`src/rtl/tqvp_hx2003_pulse_job_scheduler_if.sv`:
```
// Job push handshake and pulse-transmitter control signals for the pulse job scheduler.
// The master side posts jobs and reports tx_done; the slave side is the scheduler.
interface tqvp_hx2003_pulse_job_scheduler_if #(
  parameter int REP_W = 4,
  parameter int GAP_W = 16
);
  logic             push_valid;
  logic             push_ready;
  logic [6:0]       push_end;
  logic [REP_W-1:0] push_rep;
  logic [GAP_W-1:0] push_gap;
  logic             tx_start;
  logic [6:0]       tx_end_count;
  logic             tx_done;

  modport master (
    output push_valid, push_end, push_rep, push_gap, tx_done,
    input  push_ready, tx_start, tx_end_count
  );

  modport slave (
    input  push_valid, push_end, push_rep, push_gap, tx_done,
    output push_ready, tx_start, tx_end_count
  );
endinterface

```
`src/rtl/tqvp_hx2003_pulse_job_scheduler.sv`:
```
// Queues pulse-transmit jobs and sequences the transmitter: launch, wait tx_done,
// idle gap, repeat N times, then move to the next queued job.
//  state | meaning
//  IDLE  | no active job; launch head of FIFO when enabled
//  RUN   | tx_start high, waiting for tx_done
//  GAP   | tx_start low, counting down the inter-transmission gap
module tqvp_hx2003_pulse_job_scheduler #(
  parameter int DEPTH = 4,
  parameter int GAP_W = 16,
  parameter int REP_W = 4
) (
  input  logic                       clk,
  input  logic                       rst,
  input  logic                       enable,
  input  logic                       abort,
  tqvp_hx2003_pulse_job_scheduler_if.slave job_if,
  output logic                       busy,
  output logic [$clog2(DEPTH):0]     fifo_count,
  output logic                       job_done,
  output logic                       irq,
  input  logic                       irq_clr
);

  localparam int PTR_W = $clog2(DEPTH);
  localparam int CNT_W = PTR_W + 1;

  typedef enum logic [1:0] {
    S_IDLE = 2'd0,
    S_RUN  = 2'd1,
    S_GAP  = 2'd2
  } state_t;

  state_t             state_q;
  logic               tx_start_q;
  logic [6:0]         tx_end_q;
  logic [REP_W-1:0]   rep_left_q;
  logic [GAP_W-1:0]   gap_cnt_q;
  logic [GAP_W-1:0]   gap_len_q;
  logic               job_done_q;
  logic               irq_q;

  logic [6:0]         end_mem_q [DEPTH];
  logic [REP_W-1:0]   rep_mem_q [DEPTH];
  logic [GAP_W-1:0]   gap_mem_q [DEPTH];
  logic [PTR_W-1:0]   wr_ptr_q;
  logic [PTR_W-1:0]   rd_ptr_q;
  logic [CNT_W-1:0]   count_q;
  logic [CNT_W-1:0]   count_d;

  logic               full;
  logic               push_fire;
  logic               launch;
  logic [REP_W-1:0]   head_rep_eff;

  assign full       = (count_q == CNT_W'(DEPTH));
  assign job_if.push_ready = !full && !abort;
  assign push_fire  = job_if.push_valid && job_if.push_ready;
  assign launch     = (state_q == S_IDLE) && enable && (count_q != '0) && !abort;

  // A zero repeat count still transmits once.
  assign head_rep_eff = (rep_mem_q[rd_ptr_q] == '0) ? REP_W'(1) : rep_mem_q[rd_ptr_q];

  always_comb begin
    count_d = count_q;
    if (abort) begin
      count_d = '0;
    end else if (push_fire && !launch) begin
      count_d = count_q + CNT_W'(1);
    end else if (!push_fire && launch) begin
      count_d = count_q - CNT_W'(1);
    end
  end

  always_ff @(posedge clk) begin
    if (push_fire) begin
      end_mem_q[wr_ptr_q] <= job_if.push_end;
      rep_mem_q[wr_ptr_q] <= job_if.push_rep;
      gap_mem_q[wr_ptr_q] <= job_if.push_gap;
    end
  end

  always_ff @(posedge clk or posedge rst) begin
    if (rst) begin
      wr_ptr_q <= '0;
      rd_ptr_q <= '0;
      count_q  <= '0;
    end else begin
      count_q <= count_d;
      if (abort) begin
        wr_ptr_q <= '0;
        rd_ptr_q <= '0;
      end else begin
        if (push_fire) wr_ptr_q <= wr_ptr_q + PTR_W'(1);
        if (launch)    rd_ptr_q <= rd_ptr_q + PTR_W'(1);
      end
    end
  end

  always_ff @(posedge clk or posedge rst) begin
    if (rst) begin
      state_q    <= S_IDLE;
      tx_start_q <= 1'b0;
      tx_end_q   <= '0;
      rep_left_q <= '0;
      gap_cnt_q  <= '0;
      gap_len_q  <= '0;
      job_done_q <= 1'b0;
      irq_q      <= 1'b0;
    end else begin
      job_done_q <= 1'b0;
      if (irq_clr) irq_q <= 1'b0;
      if (abort) begin
        state_q    <= S_IDLE;
        tx_start_q <= 1'b0;
        rep_left_q <= '0;
        gap_cnt_q  <= '0;
      end else begin
        case (state_q)
          S_IDLE: begin
            if (launch) begin
              tx_start_q <= 1'b1;
              tx_end_q   <= end_mem_q[rd_ptr_q];
              rep_left_q <= head_rep_eff;
              gap_len_q  <= gap_mem_q[rd_ptr_q];
              state_q    <= S_RUN;
            end else begin
              tx_start_q <= 1'b0;
            end
          end
          S_RUN: begin
            tx_start_q <= 1'b1;
            if (job_if.tx_done) begin
              tx_start_q <= 1'b0;
              gap_cnt_q  <= gap_len_q;
              rep_left_q <= rep_left_q - REP_W'(1);
              state_q    <= S_GAP;
            end
          end
          S_GAP: begin
            tx_start_q <= 1'b0;
            if (gap_cnt_q != '0) begin
              gap_cnt_q <= gap_cnt_q - GAP_W'(1);
            end else if (rep_left_q != '0) begin
              tx_start_q <= 1'b1;
              state_q    <= S_RUN;
            end else begin
              // Setting irq overrides a same-cycle irq_clr.
              job_done_q <= 1'b1;
              if (count_q == '0) irq_q <= 1'b1;
              state_q <= S_IDLE;
            end
          end
          default: begin
            tx_start_q <= 1'b0;
            state_q    <= S_IDLE;
          end
        endcase
      end
    end
  end

  assign job_if.tx_start     = tx_start_q;
  assign job_if.tx_end_count = tx_end_q;
  assign busy       = (state_q != S_IDLE);
  assign fifo_count = count_q;
  assign job_done   = job_done_q;
  assign irq        = irq_q;

endmodule

```
`src/flat_wrapper.sv`:
```
// flat-port wrapper written by rule: the top's interface ports become plain ports
module tqvp_hx2003_pulse_job_scheduler_flat 
#(
  parameter int DEPTH = 4,
  parameter int GAP_W = 16,
  parameter int REP_W = 4
)
  (clk, rst, enable, abort, busy, fifo_count, job_done, irq, irq_clr, job_if_push_valid, job_if_push_end, job_if_push_rep, job_if_push_gap, job_if_tx_done, job_if_push_ready, job_if_tx_start, job_if_tx_end_count);
  tqvp_hx2003_pulse_job_scheduler_if #(.REP_W(REP_W), .GAP_W(GAP_W)) job_if_i ();
  input  logic clk;
  input  logic rst;
  input  logic enable;
  input  logic abort;
  output logic busy;
  output logic [$clog2(DEPTH):0] fifo_count;
  output logic job_done;
  output logic irq;
  input  logic irq_clr;
  input wire logic [$bits(job_if_i.push_valid)-1:0] job_if_push_valid;
  input wire logic [$bits(job_if_i.push_end)-1:0] job_if_push_end;
  input wire logic [$bits(job_if_i.push_rep)-1:0] job_if_push_rep;
  input wire logic [$bits(job_if_i.push_gap)-1:0] job_if_push_gap;
  input wire logic [$bits(job_if_i.tx_done)-1:0] job_if_tx_done;
  output wire logic [$bits(job_if_i.push_ready)-1:0] job_if_push_ready;
  output wire logic [$bits(job_if_i.tx_start)-1:0] job_if_tx_start;
  output wire logic [$bits(job_if_i.tx_end_count)-1:0] job_if_tx_end_count;
  assign job_if_i.push_valid = job_if_push_valid;
  assign job_if_i.push_end = job_if_push_end;
  assign job_if_i.push_rep = job_if_push_rep;
  assign job_if_i.push_gap = job_if_push_gap;
  assign job_if_i.tx_done = job_if_tx_done;
  assign job_if_push_ready = job_if_i.push_ready;
  assign job_if_tx_start = job_if_i.tx_start;
  assign job_if_tx_end_count = job_if_i.tx_end_count;
  tqvp_hx2003_pulse_job_scheduler #(.DEPTH(DEPTH), .GAP_W(GAP_W), .REP_W(REP_W)) u_core (.clk(clk), .rst(rst), .enable(enable), .abort(abort), .job_if(job_if_i), .busy(busy), .fifo_count(fifo_count), .job_done(job_done), .irq(irq), .irq_clr(irq_clr));
endmodule
```
`config.mk`:
```
export PLATFORM = sky130hd
export DESIGN_NAME = tqvp_hx2003_pulse_job_scheduler_flat
export DESIGN_NICKNAME = d
export VERILOG_FILES = /design/src/rtl/tqvp_hx2003_pulse_job_scheduler_if.sv /design/src/rtl/tqvp_hx2003_pulse_job_scheduler.sv /design/src/flat_wrapper.sv
export SDC_FILE = /design/constraint.sdc
export NUM_CORES = 1
export LEC_CHECK = 0
export BUFFER_PORTS_ARGS = -buffer_cell sky130_fd_sc_hd__buf_2
export CAP_MARGIN = 15
export CORE_MARGIN = 3
export CORE_UTILIZATION = 60
export DETAILED_ROUTE_END_ITERATION = 7
export PLACE_DENSITY = 0.79
export REMOVE_ABC_BUFFERS = 1
export SYNTH_ARGS = -nofsm -noshare
export SYNTH_HDL_FRONTEND = slang
export SYNTH_SLANG_ARGS = --single-unit
```
`constraint.sdc`:
```
create_clock -name clk -period 3.9 [get_ports clk]
set_input_delay 0.585 -clock clk [delete_from_list [all_inputs] [get_ports clk]]
set_output_delay 0.585 -clock clk [all_outputs]
set_load 0.02 [all_outputs]
```
==> summary.md <==
| Metric | Value |
|---|---|
| IO buf count | `48` |
| Clk_lat worst skew | `between 0.4 and 0.5 ns` |
| Top FF cell, synth | `edfxtp_1` |
| Worst slew pin tran | `~0.83 ns` |
| 1st-iter DRT viols | `368` |
| Top post-synthesis cells by area | `edfxtp_1 (48%), dfrtp_1 (20%), mux4_2 (9.0%), mux2_2 (3.8%), o21ai_0 (2.1%)` |
| First-pass GRT wire length | `between 20 and 25 mm` |
| Io pins | `49` |
| Setup CP Type | `reg2reg` |
| PD cells | `~780 nW/um2` |
| Hold Vio Cnt, Final | `0` |
| Core Region | `around 11000 um2` |
| Leakage power | `roughly 2.9 nW` |
| Total negative slack | `0 ns` |
| Max Cap Violations | `0` |
| FFs w/ async S/R, synth | `0.337` |
| ANT nets after route | `0` |
| Final setup viols | `0` |
| Dpl hpwl | `7.90 mm` |
| TritonRoute pass-1 iters | `5` |
| NumNets Final | `520` |
| Largest net degree at the start of global routing | `32` |
| Worst path most repeated cell | `a21oi_2` |
| Clock slew at reported path FFs | `about 0.06 ns` |
| CTS sink cnt | `163` |
| CP cell instances | `inv_1, ha_1, or3b_2, nor4b_4, a21oi_2, a21oi_2, inv_2, a22o_1` |
| RSZ-0062 raised after global routing | `no` |
| Worst Path Max Fanout | `11` |
| Initial Util | `0.618` |
| Post-Syn Area | `about 6800 um2` |
| # DRC | `0` |
| Total power | `~6 mW` |
| Register bit total from synthesis | `approximately 160` |
| Clk network pwr share | `0.286` |
| Vias/cell | `just over 6` |
| Sequential cell fraction of total power | `0.400` |
| CTS root buffer | `clkbuf_16` |
| Post-synthesis area per instance | `between 15 and 20 um2` |
| Final GP Congestion | `between 0.8 and 0.9` |
| Routed length per instance | `between 15 and 20 um` |
| H-tree levels | `4` |
| Final count of pins violating max slew | `0` |
| Switching Share | `0.331` |
| Synth area leader | `edfxtp_1` |
| Postcts setup bufs | `0` |
| Fmax | `380 MHz` |
| Layout area overhead | `14.9%` |
| Worst EP arrival | `~2.9 ns` |
| Height of the die | `approximately 110 um` |
| Cell Int Power | `between 4 and 5 mW` |
| Fin crit share | `0.675` |
| Critical Path End Type | `flop` |
| CTS Buf Count | `17` |
| Critical Path RT | `roughly 4.2 ns` |
| CP max stage cell | `or3b_2` |
| Status | `finished, final reports clean` |
| Total die area | `around 13000 um2` |
| Net switching power | `between 2 and 2.5 mW` |
| GRT Util Overall | `0.215` |
| Layout cells sized above 1 | `0.309` |
| CP Launch Type | `flop` |
| Initial antenna violation count | `0` |
| Row Count | `38` |
| Tmin final | `around 2.6 ns` |
| Rel. slew slack | `0.445` |
| Synth cell types | `between 50 and 60` |
| Mapped Cells | `around 420` |
| Hold Path Class | `in2async` |
| CP peak stage delay | `between 0.5 and 0.6 ns` |
| Sequential share of the synthesized area | `0.683` |
| Comb power frac | `0.315` |
| Yosys top cell area share | `0.480` |
| Worst Skew | `a little over 0.007 ns` |
| CTS max path bufs | `2` |
| Vias in the first global route | `about 4000` |
| YS warnings | `0` |
| Hold buffers post-CTS | `0` |
| DR vias | `roughly 3800` |
| Synth cell count leaders | `edfxtp_1 (108), dfrtp_1 (55), o21ai_0 (28)` |
| Post-synth EDFFs | `108` |
| CTS resizes | `0` |
| # diodes | `0` |
| Gr ovfl total | `0` |
| Die width | `around 110 um` |
| CTS tree | `done` |
| Cell with the most instances after synthesis | `edfxtp_1` |
| Worst vdd ir | `0.000438 V` |
| Total wire length | `between 10 and 15 mm` |
## kinds of logic after synthesis
family,Yosys count,synth area share
compound gates,74,0.0694
flops,163,0.683
xor+xnor,5,0.00648
buf+inv,34,0.0226
simple gates,87,0.0718
mux,53,0.133
fa+ha+maj,7,0.0141
## final cells by class
class,count,area (um2)
clock buffer,19,443
clock inverter,13,184
fill,696,3160
inverter,14,52.6
multi-input combinational,226,1990
sequential,163,4620
tap,140,175
timing repair buffer,57,308
## sequential cells by signal, indices dropped and copies added (netlist names)
register                    cells
u_core.end_mem_q               28
u_core.fifo_count               3
u_core.gap_cnt_q               16
u_core.gap_len_q               16
u_core.gap_mem_q               64
u_core.irq                      1
u_core.job_done                 1
u_core.job_if.tx_end_count      7
u_core.job_if.tx_start          1
u_core.rd_ptr_q                 2
u_core.rep_left_q               4
u_core.rep_mem_q               16
u_core.state_q                  2
u_core.wr_ptr_q                 2
## path summary, 6_finish.rpt
kind                       slack (ns)                             to  depth (start not counted)                           from
max                              1.27           u_core.gap_cnt_q[13]                          8            u_core.gap_cnt_q[0]
min                              0.23            u_core.gap_cnt_q[1]                          2                            rst
max reg2reg                      1.27           u_core.gap_cnt_q[13]                          8            u_core.gap_cnt_q[0]
min reg2reg                      0.50  u_core.job_if.tx_end_count[6]                          1  u_core.job_if.tx_end_count[6]
max in group asynchronous        2.79             u_core.rd_ptr_q[0]                          3                            rst
min in group clk                 0.39         u_core.end_mem_q[3][4]                          1             job_if_push_end[4]
## metrics by stage
| step | instances | setup WS, ns | instance area [um2] | util | hold WS, ns |
|---|---|---|---|---|---|
| final | 632 | 1.27 | 7770 | 0.711 | 0.229 |
| after detailed placement | 600 | 1.23 | 7150 | 0.654 | 0.489 |
| after global placement | 600 | 1.31 | 7150 | 0.654 | 0.482 |
| after global routing | 632 | 1.10 | 7770 | 0.711 | 0.271 |
| after CTS | 632 | 1.30 | 7770 | 0.711 | 0.236 |
| after floorplan | 403 | 1.54 | 6660 | - | 0.461 |
## power by group through the flow
stage	Sequential, mW	Clock (mW)	Combinational, mW
6_report	2.43	1.74	1.92
5_1_grt	2.48	1.84	2.10
4_1_cts	2.43	1.75	1.90
3_5_place_dp	2.46	0	1.86
3_3_place_gp	2.44	0	1.81
2_1_floorplan	2.46	0	1.35
## metal layers
metal | GRT usage | part of all wire | vias to the layer above
met1 | 0.293 | 0.41 | 1928
met3 | 0.0447 | 0.055 | 13
li1 | - | - | 1755
met2 | 0.355 | 0.52 | 133
met5 | 0 | 0 | -
met4 | 0.0681 | 0.013 | 0
## worst max-delay path: cells and delay by family (launching register included)
| kind | cells | cell delay [ns] |
|---|---|---|
| fa+ha+maj | 1 | 0.18 |
| compound gates | 3 | 0.82 |
| buf+inv | 2 | 0.23 |
| simple gates | 2 | 0.88 |
| flops | 1 | 0.40 |
## layout by cell type, fill, tap and decap left out, drive strengths merged, types with 4 or more instances in the layout
master  synthesis  final
edfxtp        108    108
nor2           22     22
dfrtp          55     55
mux2           23     23
o21ai          30     30
nor4            5      5
nor3           17     17
a211oi          4      4
a22o            6      6
a21oi          17     17
nand2          12     12
clkinv          0      7
ha              6      6
bufinv          0      4
clkbuf         10     19
and2            6      6
mux4           27     27
inv            14     14
buf            10     57
Power figures use the tool's default switching activity.
